**config.mk**
```make
export PLATFORM = sky130hd
export DESIGN_NAME = sipo_frame_ctrl
export DESIGN_NICKNAME = d
export VERILOG_FILES = /design/src/rtl/sipo_frame_ctrl.sv
export SDC_FILE = /design/constraint.sdc
export NUM_CORES = 1
export LEC_CHECK = 0
export BUFFER_PORTS_ARGS = -buffer_cell sky130_fd_sc_hd__buf_2
export CAP_MARGIN = 20
export CORE_MARGIN = 10
export CORE_UTILIZATION = 50
export CTS_CLUSTER_SIZE = 16
export DETAILED_ROUTE_END_ITERATION = 8
export PLACE_DENSITY_LB_ADDON = 0.2
export SETUP_SLACK_MARGIN = 0.15
export SLEW_MARGIN = 25
export SYNTH_ARGS = -nofsm -noshare
export SYNTH_HDL_FRONTEND = slang
export SYNTH_SLANG_ARGS = --single-unit
```
**constraint.sdc**
```tcl
create_clock -name clk -period 1.2 [get_ports clk]
set_input_delay 0 -clock clk [delete_from_list [all_inputs] [get_ports clk]]
set_output_delay 0 -clock clk [all_outputs]
set_load 0.01 [all_outputs]
```
**src/rtl/sipo_frame_ctrl.sv**
```systemverilog
// Framed serial receiver: start-bit detect, WIDTH-bit SIPO capture, optional even parity,
// and a single-entry valid/ready output slot with sticky overrun.
module sipo_frame_ctrl #(
  parameter int unsigned WIDTH     = 4,
  parameter bit          PARITY_EN = 1'b1
) (
  input  logic             clk,
  input  logic             reset,
  input  logic             serial_in,
  input  logic             bit_valid,
  input  logic             data_ready,
  input  logic             clr_overrun,
  output logic [WIDTH-1:0] data_out,
  output logic             data_valid,
  output logic             parity_err,
  output logic             overrun,
  output logic             busy
);

  localparam int unsigned CntW = $clog2(WIDTH + 1);

  typedef enum logic [1:0] {StIdle, StShift, StParity} state_e;

  state_e            state_q, state_d;
  logic [CntW-1:0]   cnt_q, cnt_d;
  logic [WIDTH-1:0]  shreg_q, shreg_d;
  logic [WIDTH-1:0]  data_out_q, data_out_d;
  logic              data_valid_q, data_valid_d;
  logic              parity_err_q, parity_err_d;
  logic              overrun_q, overrun_d;

  logic              complete;
  logic [WIDTH-1:0]  word;
  logic              word_err;
  logic              slot_busy;

  always_ff @(posedge clk) begin
    if (reset) begin
      state_q      <= StIdle;
      cnt_q        <= '0;
      shreg_q      <= '0;
      data_out_q   <= '0;
      data_valid_q <= 1'b0;
      parity_err_q <= 1'b0;
      overrun_q    <= 1'b0;
    end else begin
      state_q      <= state_d;
      cnt_q        <= cnt_d;
      shreg_q      <= shreg_d;
      data_out_q   <= data_out_d;
      data_valid_q <= data_valid_d;
      parity_err_q <= parity_err_d;
      overrun_q    <= overrun_d;
    end
  end

  always_comb begin
    state_d  = state_q;
    cnt_d    = cnt_q;
    shreg_d  = shreg_q;
    complete = 1'b0;
    word     = {shreg_q[WIDTH-2:0], serial_in};
    word_err = 1'b0;
    unique case (state_q)
      StIdle: begin
        if (bit_valid && serial_in) begin
          state_d = StShift;
          cnt_d   = '0;
          shreg_d = '0;
        end
      end
      StShift: begin
        if (bit_valid) begin
          shreg_d = {shreg_q[WIDTH-2:0], serial_in};
          cnt_d   = cnt_q + CntW'(1);
          if (cnt_q == CntW'(WIDTH - 1)) begin
            if (PARITY_EN) begin
              state_d = StParity;
            end else begin
              state_d  = StIdle;
              complete = 1'b1;
            end
          end
        end
      end
      StParity: begin
        if (bit_valid) begin
          state_d  = StIdle;
          complete = 1'b1;
          word     = shreg_q;
          word_err = (^shreg_q) ^ serial_in;
        end
      end
      default: state_d = StIdle;
    endcase
  end

  // A completing frame may reuse the slot on the same edge the old word is accepted.
  always_comb begin
    slot_busy    = data_valid_q && !data_ready;
    data_out_d   = data_out_q;
    parity_err_d = parity_err_q;
    data_valid_d = data_valid_q;
    overrun_d    = overrun_q && !clr_overrun;
    if (complete && !slot_busy) begin
      data_out_d   = word;
      parity_err_d = PARITY_EN ? word_err : 1'b0;
      data_valid_d = 1'b1;
    end else if (data_valid_q && data_ready) begin
      data_valid_d = 1'b0;
    end
    if (complete && slot_busy) begin
      overrun_d = 1'b1;
    end
  end

  always_comb begin
    data_out   = data_out_q;
    data_valid = data_valid_q;
    parity_err = parity_err_q;
    overrun    = overrun_q;
    busy       = (state_q != StIdle);
  end

endmodule
```
Yosys cells after proc, flatten, opt, wreduce, memory -nomap -nowiden
Index checks and enable logic that the tools add are counted.
{ "word_totals": {"in_bits": 6, "ff_bits": 16} }
{ "op_classes": {"n_addsub": 1, "eq_ne": 7, "n_bitwise": 1, "n_reduce_logical": 16, "mux": 20} }
{ "op_table": {"columns": ["op", "n"], "rows": [
  ["4-bit two-way mux", 4],
  ["2-bit two-way mux", 4],
  ["2-bit != test (second input constant)", 4],
  ["4-bit one-hot mux with 2 select lines", 1],
  ["1-bit two-way mux", 7],
  ["1-bit logical AND", 6],
  ["3-bit two-way mux", 2],
  ["2-bit one-hot mux with 3 select lines", 1],
  ["3-bit one-hot mux with 2 select lines", 1],
  ["2-bit nonzero test", 3],
  ["4-bit AND reduction", 1],
  ["4-bit parity", 1],
  ["3-bit by 1-bit adder with 3-bit output (second input constant)", 1],
  ["3-bit by 2-bit == test with 1-bit output (second input constant)", 1],
  ["1-bit zero test", 3],
  ["3-bit AND reduction", 1],
  ["2-bit by 1-bit == test with 1-bit output (second input constant)", 1],
  ["2-bit == test (second input constant)", 1],
  ["2-bit zero test", 1],
  ["1-bit XOR", 1]
]} }

Logic depth before layout (Yosys ltp)
{ "logic_depth": {"ltp_word": 5, "ltp_mapped": 5} }

Worst setup path before layout
No wires, ideal clock.
{ "synth_timing": {"path_type": "register to register", "start": "reg state_q[1]", "end": "reg cnt_q[2]", "required_ps": 1072, "arrival_ps": 998, "path_slack_ps": 74, "path_buffers": 1, "path_stages_with_launch": 6, "path_cell_list": "dfxtp_1 -> and3b_1 -> clkbuf_2 -> nor2b_1 -> a21oi_1 -> nor2_1"} }
{ "synth_via": {"elab_chain_len": 3} }
{ "synth_lines": {"columns": ["element", "line", "source"], "rows": [
  ["from (decl)", "24", "state_e state_q, state_d;"],
  ["from (signal assigned)", "39", "state_q <= StIdle;"],
  ["from (signal assigned)", "47", "state_q <= state_d;"],
  ["2-bit by 1-bit == test with 1-bit output or 2-bit zero test (tied branches)", "64", "unique case (state_q)"],
  ["2-bit != test (no line) or 2-bit nonzero test (tied branches)", null, null],
  ["3-bit AND reduction (no line)", null, null],
  ["to (signal assigned)", "48", "cnt_q <= cnt_d;"],
  ["to (decl)", "25", "logic [CntW-1:0] cnt_q, cnt_d;"]
]} }
Parallel ways exist; a longest one is shown, timed or not.
A chain may end at the register's enable or synchronous reset.

Worst setup path after layout
{ "layout_timing": {"start": "reg shreg_q[1]", "end": "reg parity_err_q (netlist: parity_err)"} }
{ "layout_via": {"elab_chain_len": 4} }
{ "layout_lines": {"columns": ["element", "line", "source"], "rows": [
  ["from (decl)", "26", "logic [WIDTH-1:0] shreg_q, shreg_d;"],
  ["from (signal assigned)", "49", "shreg_q <= shreg_d;"],
  ["4-bit parity", "91", "word_err = (^shreg_q) ^ serial_in;"],
  ["1-bit XOR", "91", null],
  ["1-bit two-way mux", "87", "if (bit_valid) begin"],
  ["1-bit two-way mux", "64", null],
  ["to (signal assigned)", "52", "parity_err_q <= parity_err_d;"],
  ["to (decl)", "29", "logic parity_err_q, parity_err_d;"]
]} }
No other way between the ends.

==> impl_metrics.yaml <==
cells_and_area:
  stdcell_area_um2: 977
  final_cells: 108
  fin_nets: 102
  area_delta_synth_final_pct: 39.2
  antennaDiodeCount: 0
  layout-drive-gt1-share_pct: 50.5
  final_util_pct: 74.2
sta:
  drv_slew: 0
  rsz0062_at_grt: "yes"
  period_minus_slack_ps: 1120
  clock_skew_ps: 2.41
  max_freq_mhz: 896
  period_share_pct: 93.0
  setup_tns_ps: 0
  final_hold_viol_count: 0
  slew_headroom_pct: 80.9
  setup_viol: 0
  worst_pin_slew_ps: 286
clock_tree:
  cts.clk_slew.worst_paths_ps: 90
  cts_buffers: 3
  htree_levels: 1
  cts.sinks: 16
  cts_tree: "built"
  cts-root-buf: "clkbuf_4"
  clock_latency_ps: 290
  clock_path_buffers: 2
synthesis:
  yosysUniqueCellTypes: 27
  ys_ff_latch: 16
  syn-num-nets: 78
  syn_area_um2: 702
  seq_area_frac_synth_pct: 45.6
  synth_top_area_share_pct: 45.6
  yosys_warnings: 0
  syn_avg_cell_area_um2: 10.0
  yosys.area.top_type: "dfxtp_1"
  synth_cells: 70
  synth_area_leaders: "dfxtp_1, mux2i_1, nor2_1"
die:
  num_rows: 13
  ios: 14
  core_area_mm2: 0.00132
  die_y_um: 57.5
  die-area_mm2: 0.00330
  die_w_um: 57.5
  initial_core_util_pct: 53.3
worst_setup_path:
  crit_path_max_incr_delay_ps: 380
  critPathMaxFanout: 2
  path_cells: "xnor3_1, xnor2_1, nand2_1, a21oi_2"
  endpoint_kind: "register"
  path_buf_inv: 0
  cpLargestDelayFamily: "XOR/XNOR gates"
  critPathKind: "reg -> reg"
  critPathRequiredTime_ps: 1430
  crit_arrival_ps: 1350
  cp-start-kind: "register"
  cp_slowest_cell: "xnor3_1"
route:
  drc: 0
  ant_nets: 0
  vias: 576
  drtIter0Drc: 7
  routed_wl_um: 1410
  viasPerCell: 5.33
  drt-wirelength-per-cell_um: 13.0
  drt_first_pass_iters: 4
pwr:
  p_per_area_mw_per_mm2: 1010
  leakage_nw: 0.399
  vdd_drop_max_uv: 735
place:
  place_area_um2: 795
  gp_congestion: 0.705
  port_buffers: 13
  hpwl_um: 948
  dp.cells: 98
global_route:
  grt_start_max_net_pins: 17
  track_usage_pct: 8.72
  grt_pass1_wl_um: 2250
  antenna_found_initial: 0
  overflow: 0
  grt_pass1_vias: 503
status:
  status: "complete, no violations"
worst_hold_path:
  hp-class: "in -> reg"
job:
  drv_cap: 0
## state kept, by name (all words and copies together) (netlist names)
register,count
cnt_q,3
data_out,4
data_valid,1
state_q,2
parity_err,1
shreg_q,4
overrun,1
## Yosys cell counts
| cell | count |
|---|---|
| a21oi_1 | 4 |
| a21oi_2 | 1 |
| a22oi_1 | 5 |
| and2b_2 | 1 |
| and3b_1 | 1 |
| clkbuf_1 | 1 |
| clkbuf_2 | 1 |
| dfxtp_1 | 16 |
| ha_1 | 2 |
| inv_1 | 2 |
| mux2i_1 | 5 |
| nand2_1 | 3 |
| nand2b_1 | 1 |
| nand3b_4 | 1 |
| nand4b_1 | 1 |
| nor2_1 | 12 |
| nor2_8 | 1 |
| nor2b_1 | 3 |
| nor3_1 | 1 |
| o21ai_0 | 1 |
| o21ai_1 | 1 |
| o22ai_1 | 1 |
| or2_2 | 1 |
| or3b_2 | 1 |
| xnor2_1 | 1 |
| xnor3_1 | 1 |
| xor2_1 | 1 |
## metal layers
metal | vias to the layer above | global-route usage [%] | wire [um]
li1 | 288 | - | -
met1 | 264 | 9.18 | 602
met2 | 20 | 12.6 | 661
met3 | 4 | 3.98 | 109
met4 | 0 | 8.05 | 35
met5 | - | 0 | 0
## worst reg2reg max path, delay by kind of cell, from the launching register on
family           cells  cell delay, ps
flip-flops           1             340
AND/OR/NAND/NOR      1              80
AO/OA/AOI/OAI        1             100
XOR/XNOR             2             530
## per-stage QoR
step / setup slack [ps] / hold WS (ps) / total power, mW
global route: 12.1 / 9.37 / 1.03
floorplan: 129 / 61.7 / 0.587
finish: 83.7 / 5.69 / 0.984
CTS: 65.2 / 2.49 / 0.980
global placement: 53.2 / 306 / 0.615
detailed placement: 41.4 / 305 / 0.615
## repair_timing
item | 4_1_cts | 5_1_grt
gates resized for setup | 12 | 11
hold buffers | 1 | 0
buffers inserted | 3 | 2
setup endpoints to repair | 14 | 15
hold endpoints to repair | 1 | 0
pin swaps | 4 | 8
## kinds of logic (layout without fill, tap and decap cells)
family	after synthesis	after routing	synth area share, %
flip-flops	16	16	45.6
AND/OR/NAND/NOR	27	27	23.9
adder cells (fa/ha/maj)	2	2	3.56
buffers and inverters	4	27	2.32
XOR/XNOR	3	3	5.70
multiplexers	5	5	7.13
AO/OA/AOI/OAI	13	13	11.8
## final cells by class
| type | instances | area, um2 |
|---|---|---|
| timing repair buffer | 21 | 138 |
| sequential | 16 | 333 |
| inverter | 2 | 7.51 |
| tap | 15 | 18.8 |
| multi-input combinational | 50 | 444 |
| clock buffer | 4 | 36.3 |
| fill | 90 | 340 |
## power breakdown
| group | internal [mW] | switching (mW) |
|---|---|---|
| Combinational | 0.0460 | 0.0438 |
| Sequential | 0.533 | 0.00543 |
| Clock | 0.185 | 0.171 |
## worst paths after layout
path / startpoint / to / slack (ps) / cells after the start
min reg2reg: data_out[2] / data_out[2] / 500 / 2
min: data_ready / data_valid / 6 / 3
max reg2reg: shreg_q[1] / parity_err / 80 / 4
max: shreg_q[1] / parity_err / 80 / 4
## placed cells by master (no fill, tap or decap), drive strengths merged, types with 2 or more instances in the layout
cell type / instances
a21oi: 5
a22oi: 5
buf: 20
clkbuf: 4
dfxtp: 16
ha: 2
inv: 2
mux2i: 5
nand2: 3
nor2: 13
nor2b: 3
o21ai: 2
No activity file was read; power rests on OpenSTA's default activity.
